`src/rtl/mem_arbiter_if.sv`:
```
// Bus bundle for mem_arbiter: fetch and data request ports, the single-port memory
// command/response, and the registered results, acks and PC-advance permit.
interface mem_arbiter_if #(
  parameter int unsigned AW = 5,
  parameter int unsigned DW = 32
);
  logic          if_req;
  logic [AW-1:0] if_addr;
  logic          dm_read;
  logic          dm_write;
  logic [AW-1:0] dm_addr;
  logic [DW-1:0] dm_wdata;
  logic [DW-1:0] mem_rdata;
  logic [AW-1:0] mem_addr;
  logic [DW-1:0] mem_wdata;
  logic          mem_re;
  logic          mem_we;
  logic [DW-1:0] instr_out;
  logic [DW-1:0] data_out;
  logic          if_ack;
  logic          dm_ack;
  logic          pc_enable;

  // Arbiter side
  modport slave (
    input  if_req, if_addr, dm_read, dm_write, dm_addr, dm_wdata, mem_rdata,
    output mem_addr, mem_wdata, mem_re, mem_we, instr_out, data_out, if_ack, dm_ack,
           pc_enable
  );

  // Requester / memory side
  modport master (
    output if_req, if_addr, dm_read, dm_write, dm_addr, dm_wdata, mem_rdata,
    input  mem_addr, mem_wdata, mem_re, mem_we, instr_out, data_out, if_ack, dm_ack,
           pc_enable
  );
endinterface

```
`src/rtl/mem_arbiter.sv`:
```
// Two-requester (instruction fetch / data) arbiter for a single-port synchronous memory.
// Each access takes IDLE (grant, command) -> BUSY (capture read data) -> RESP (ack).
// Build option: define ARB_ROUND_ROBIN_EN for round-robin tie breaking; otherwise data
// always wins a tie.
module mem_arbiter #(
  parameter int unsigned AW = 5,
  parameter int unsigned DW = 32
) (
  input  logic          clk,
  input  logic          rst,
  mem_arbiter_if.slave  bus
);

  typedef enum logic [1:0] {StIdle, StBusy, StResp} state_e;

  state_e        state_q, state_d;
  logic          gnt_data_q, gnt_data_d;   // latched winner: 1 = data side
  logic          gnt_store_q, gnt_store_d; // latched data access is a store
  logic [DW-1:0] instr_q, instr_d;
  logic [DW-1:0] data_q, data_d;
  logic          if_ack_q, if_ack_d;
  logic          dm_ack_q, dm_ack_d;

  logic          dm_req;
  logic          data_wins;
  logic          grant;

  logic [AW-1:0] mem_addr;
  logic [DW-1:0] mem_wdata;
  logic          mem_re;
  logic          mem_we;

  assign dm_req = bus.dm_read | bus.dm_write;

`ifdef ARB_ROUND_ROBIN_EN
  logic ptr_q, ptr_d; // 1 = data side has priority on the next tie

  assign data_wins = dm_req & (~bus.if_req | ptr_q);

  // Priority pointer moves to the losing side on every grant
  always_comb begin
    ptr_d = ptr_q;
    if (grant) ptr_d = ~data_wins;
  end

  // Pointer register; reset favours data
  always_ff @(posedge clk) begin
    if (rst) ptr_q <= 1'b1;
    else     ptr_q <= ptr_d;
  end
`else
  assign data_wins = dm_req;
`endif

  // Grants only happen from IDLE and never while reset is held
  assign grant = (state_q == StIdle) & (dm_req | bus.if_req) & ~rst;

  // Next-state, grant latch, read capture and ack generation
  always_comb begin
    state_d     = state_q;
    gnt_data_d  = gnt_data_q;
    gnt_store_d = gnt_store_q;
    instr_d     = instr_q;
    data_d      = data_q;
    if_ack_d    = 1'b0;
    dm_ack_d    = 1'b0;
    unique case (state_q)
      StIdle: begin
        if (grant) begin
          state_d     = StBusy;
          gnt_data_d  = data_wins;
          gnt_store_d = data_wins & bus.dm_write;
        end
      end
      StBusy: begin
        state_d = StResp;
        if (!gnt_data_q)       instr_d = bus.mem_rdata;
        else if (!gnt_store_q) data_d  = bus.mem_rdata;
        if_ack_d = ~gnt_data_q;
        dm_ack_d = gnt_data_q;
      end
      StResp: state_d = StIdle;
      default: state_d = StIdle;
    endcase
  end

  // Memory command is driven only in a granting IDLE cycle
  always_comb begin
    mem_addr  = '0;
    mem_wdata = '0;
    mem_re    = 1'b0;
    mem_we    = 1'b0;
    if (grant) begin
      if (data_wins) begin
        mem_addr = bus.dm_addr;
        if (bus.dm_write) begin
          mem_we    = 1'b1;
          mem_wdata = bus.dm_wdata;
        end else begin
          mem_re = 1'b1;
        end
      end else begin
        mem_addr = bus.if_addr;
        mem_re   = 1'b1;
      end
    end
  end

  // State and result registers with synchronous reset
  always_ff @(posedge clk) begin
    if (rst) begin
      state_q     <= StIdle;
      gnt_data_q  <= 1'b0;
      gnt_store_q <= 1'b0;
      instr_q     <= '0;
      data_q      <= '0;
      if_ack_q    <= 1'b0;
      dm_ack_q    <= 1'b0;
    end else begin
      state_q     <= state_d;
      gnt_data_q  <= gnt_data_d;
      gnt_store_q <= gnt_store_d;
      instr_q     <= instr_d;
      data_q      <= data_d;
      if_ack_q    <= if_ack_d;
      dm_ack_q    <= dm_ack_d;
    end
  end

  assign bus.mem_addr  = mem_addr;
  assign bus.mem_wdata = mem_wdata;
  assign bus.mem_re    = mem_re;
  assign bus.mem_we    = mem_we;
  assign bus.instr_out = instr_q;
  assign bus.data_out  = data_q;
  // Reset asserted during RESP suppresses the pending ack
  assign bus.if_ack    = if_ack_q & ~rst;
  assign bus.dm_ack    = dm_ack_q & ~rst;
  assign bus.pc_enable = ~dm_req & (bus.if_ack | ~bus.if_req);

endmodule

```
`src/flat_wrapper.sv`:
```
// flat-port wrapper written by rule: the top's interface ports become plain ports
module mem_arbiter_flat 
#(
  parameter int unsigned AW = 5,
  parameter int unsigned DW = 32
)
  (clk, rst, bus_if_req, bus_if_addr, bus_dm_read, bus_dm_write, bus_dm_addr, bus_dm_wdata, bus_mem_rdata, bus_mem_addr, bus_mem_wdata, bus_mem_re, bus_mem_we, bus_instr_out, bus_data_out, bus_if_ack, bus_dm_ack, bus_pc_enable);
  mem_arbiter_if #(.AW(AW), .DW(DW)) bus_i ();
  input  logic clk;
  input  logic rst;
  input wire logic [$bits(bus_i.if_req)-1:0] bus_if_req;
  input wire logic [$bits(bus_i.if_addr)-1:0] bus_if_addr;
  input wire logic [$bits(bus_i.dm_read)-1:0] bus_dm_read;
  input wire logic [$bits(bus_i.dm_write)-1:0] bus_dm_write;
  input wire logic [$bits(bus_i.dm_addr)-1:0] bus_dm_addr;
  input wire logic [$bits(bus_i.dm_wdata)-1:0] bus_dm_wdata;
  input wire logic [$bits(bus_i.mem_rdata)-1:0] bus_mem_rdata;
  output wire logic [$bits(bus_i.mem_addr)-1:0] bus_mem_addr;
  output wire logic [$bits(bus_i.mem_wdata)-1:0] bus_mem_wdata;
  output wire logic [$bits(bus_i.mem_re)-1:0] bus_mem_re;
  output wire logic [$bits(bus_i.mem_we)-1:0] bus_mem_we;
  output wire logic [$bits(bus_i.instr_out)-1:0] bus_instr_out;
  output wire logic [$bits(bus_i.data_out)-1:0] bus_data_out;
  output wire logic [$bits(bus_i.if_ack)-1:0] bus_if_ack;
  output wire logic [$bits(bus_i.dm_ack)-1:0] bus_dm_ack;
  output wire logic [$bits(bus_i.pc_enable)-1:0] bus_pc_enable;
  assign bus_i.if_req = bus_if_req;
  assign bus_i.if_addr = bus_if_addr;
  assign bus_i.dm_read = bus_dm_read;
  assign bus_i.dm_write = bus_dm_write;
  assign bus_i.dm_addr = bus_dm_addr;
  assign bus_i.dm_wdata = bus_dm_wdata;
  assign bus_i.mem_rdata = bus_mem_rdata;
  assign bus_mem_addr = bus_i.mem_addr;
  assign bus_mem_wdata = bus_i.mem_wdata;
  assign bus_mem_re = bus_i.mem_re;
  assign bus_mem_we = bus_i.mem_we;
  assign bus_instr_out = bus_i.instr_out;
  assign bus_data_out = bus_i.data_out;
  assign bus_if_ack = bus_i.if_ack;
  assign bus_dm_ack = bus_i.dm_ack;
  assign bus_pc_enable = bus_i.pc_enable;
  mem_arbiter #(.AW(AW), .DW(DW)) u_core (.clk(clk), .rst(rst), .bus(bus_i));
endmodule
```
`config.mk`:
```
export PLATFORM = sky130hd
export DESIGN_NAME = mem_arbiter_flat
export DESIGN_NICKNAME = d
export VERILOG_FILES = /design/src/rtl/mem_arbiter_if.sv /design/src/rtl/mem_arbiter.sv /design/src/flat_wrapper.sv
export SDC_FILE = /design/constraint.sdc
export NUM_CORES = 1
export LEC_CHECK = 0
export ABC_AREA = 1
export ABC_CLOCK_PERIOD_IN_PS = 3790
export CORE_ASPECT_RATIO = 0.6
export CORE_UTILIZATION = 52
export DETAILED_ROUTE_END_ITERATION = 10
export DONT_BUFFER_PORTS = 1
export GPL_ROUTABILITY_DRIVEN = 0
export HOLD_SLACK_MARGIN = 0.03
export PLACE_DENSITY = 0.67
export SETUP_SLACK_MARGIN = 0.3
export SLEW_MARGIN = 20
export SYNTH_ARGS = -nofsm -noshare
export SYNTH_HDL_FRONTEND = slang
export SYNTH_SLANG_ARGS = --single-unit
```
`constraint.sdc`:
```
create_clock -name clk -period 3.79 [get_ports clk]
set_clock_uncertainty 0.2 [all_clocks]
set_input_delay 0.758 -clock clk [delete_from_list [all_inputs] [get_ports clk]]
set_output_delay 0.758 -clock clk [all_outputs]
set_load 0.03 [all_outputs]
```
==> metrics.txt <==
Cell Rows=20; Post-CTS Setup Inserts=0; Max Slew Vio Count=0; largest family of logic cells by synthesized area=simple AND/OR/NAND/NOR gates; # resized after CTS=0; failing checks=design-rule violations; share of power burned in registers=0.534; DP Wirelength=approximately 4800 µm; io pins=around 190; Worst-Margin Slew=708 ps; critical path endpoint category=primary output; highest routing layer actually used=met4; Worst R2R Setup Slack=1150 ps; maximum single-stage delay on the critical path=between 600 and 700 ps; WL met3=approximately 820 µm; Min-Delay Path Class=reg -> reg; Via density=~5.5; post-layout util=0.577; total track usage=0.245; Hold Startpoint=u_core.gnt_store_q$_SDFFE_PP0P_; synthesized area=2890 µm²; CTS Buf Count=9; Critical-path top delay cell=a21oi_1; crit-path max FO=40; Finished Cell Area=between 3000 and 4000 µm²; Worst EP required=about 2800 ps; vias=between 2000 and 3000; Unique masters post-synth=18; simple-gate share of the synthesized area=0.313; Initial Util=0.555; fin worst setup slack=~780 ps; RSZ-0062 raised after global routing=false; die height=59.8 µm; initial antenna violation count=0; Mapped Nets=~500; run status=complete, but fails checks; layout cell share with drive strength beyond 1=0.0711; Power Dens Cells=approximately 550 nW/µm²; CTS tree=done; H-tree levels=3; Clk pwr share=0.348; fin crit share=0.793; Worst-path clk slew=approximately 60 ps; routed len/inst=15.7 µm; most common cell after layout, fill and taps aside=nor2_1; Clock Latency Late Sink=approximately 330 ps; Area growth, synth to finish=3.85%; Synth Instances=slightly above 400; Initial DRC Count=81; Leak=roughly 1.1 nW; Setup CP Type=in -> out; # Max-Cap Violations=0; Gate power share=0.118; Synth Area in Adders=0; Setup WS pre-CTS=787 ps; met2 routed WL=approximately 3400 µm; root buffer cell=clkbuf_8; Critical path origin=rst; most frequent cells in the layout=104 x nor2_1, 80 x nand2_1, 70 x dfxtp_1, 38 x a21oi_1, 33 x nand3_1; M1 WL=2920 µm; NetSw=501 µW; Int Pwr=between 1 and 1.5 mW; TritonRoute pass-1 iters=7; Slew headroom=0.530; Highest Clock Rate=approximately 0.33 GHz; Final Power=around 1.6 mW; R2R Path Start=u_core.state_q[0]$_SDFFE_PP0P_; worst vdd ir=between 0.0002 and 0.0003 V; number of setup violations in the final report=0; clock buffer depth=2; compound-gate portion of the synthesized area=0.124; Post-Route Setup TNS=0 ps; CP Cell Sequence=nor2_1 -> nand2_2 -> a21oi_1; post-synthesis mux area share=0; Synth warnings=0; Arrival @ worst endpoint=around 2000 ps; largest net degree at the start of global routing=slightly above 40; first-pass GRT wire length=11000 µm; GRT overflow=0; Final ANT Viol Nets=0; die area=about 5900 µm²; Layout Nets=between 400 and 500; ANT cells=0; number of port buffers=0; Net Sw Frac=0.305; hold_buf cts=0; post-route minimum period=between 3000 and 4000 ps; Synth Register Bits=70; vias in the first global route=~2300; placed inst area=~2800 µm²; Fin. Hold Viols=0; total detailed-routing wirelength=about 7200 µm; clk sinks=70; Mean Syn Cell Area=around 7.1 µm²; CP Launch Type=input port; DRC Markers=8; DIE WIDTH=98.3 µm; sequential element share of the synthesized area=0.485; Core ar.=~5200 µm²; Post-Synth XOR/XNOR Area=0
==> cells in the mapped netlist <==
cell type  number  area, µm²
nor2_8          1       20.0
o21ai_0         2       10.0
o21ai_1        30        150
buf_6           5       56.3
buf_1           1       3.75
nand2_1        80        300
nor3_1          1       5.00
inv_2           6       22.5
buf_4           3       22.5
nor2_1        104        390
dfxtp_1        70       1400
inv_1           7       26.3
buf_2          11       55.1
nand2_2         4       25.0
nand3_1        33        165
a21oi_1        38        190
clkbuf_1       10       37.5
a21oi_2         1       8.76
==> state kept, by name, summed over array words and instances (netlist names) <==
| name | count |
|---|---|
| u_core.gnt_store_q | 1 |
| u_core.bus.instr_out | 32 |
| u_core.bus.data_out | 32 |
| u_core.state_q | 2 |
| u_core.gnt_data_q | 1 |
| u_core.if_ack_q | 1 |
| u_core.dm_ack_q | 1 |
==> cell families after synthesis <==
kind of cell    count (synthesis)
compound gates                 71
buf+inv                        43
simple gates                  223
flops                          70
==> power by group through the flow <==
| stage | Combinational, mW | Clock (mW) | Sequential [mW] |
|---|---|---|---|
| floorplan | 0.190 | 0 | 0.885 |
| global route | 0.221 | 0.619 | 0.881 |
| finish | 0.194 | 0.572 | 0.878 |
| global placement | 0.190 | 0 | 0.894 |
| detailed placement | 0.195 | 0 | 0.894 |
| CTS | 0.195 | 0.586 | 0.878 |
==> layout make-up <==
type / instances / area [µm²]
fill: 504 / 2200
sequential: 70 / 1400
multi-input combinational: 294 / 1260
clock buffer: 11 / 141
tap: 66 / 82.6
inverter: 13 / 48.8
clock inverter: 4 / 47.5
timing repair buffer: 2 / 15.0
==> per-layer routing <==
layer / track usage / vias to the layer above
li1: - / 1262
met1: 0.286 / 1144
met2: 0.406 / 115
met3: 0.105 / 8
met4: 0.100 / 0
met5: 0 / -
==> worst max-delay path: cells and delay by family <==
family | cells | cell delay [ps]
simple gates | 2 | 600
compound gates | 1 | 670
==> worst paths after layout <==
path	end	cells after the start
hold / removal	u_core.gnt_store_q$_SDFFE_PP0P_	2
setup / recovery	bus_mem_addr[4]	3
hold reg to reg	u_core.gnt_store_q$_SDFFE_PP0P_	2
setup reg to reg	u_core.bus.data_out[15]$_SDFFE_PP0P_	6
==> per-stage QoR <==
stage | std cells | hold WS, ps
floorplan | 407 | 239
global placement | 445 | 253
detailed placement | 445 | 259
CTS | 460 | 269
global route | 460 | 261
finish | 460 | 271
Power figures use the tool's default switching activity.
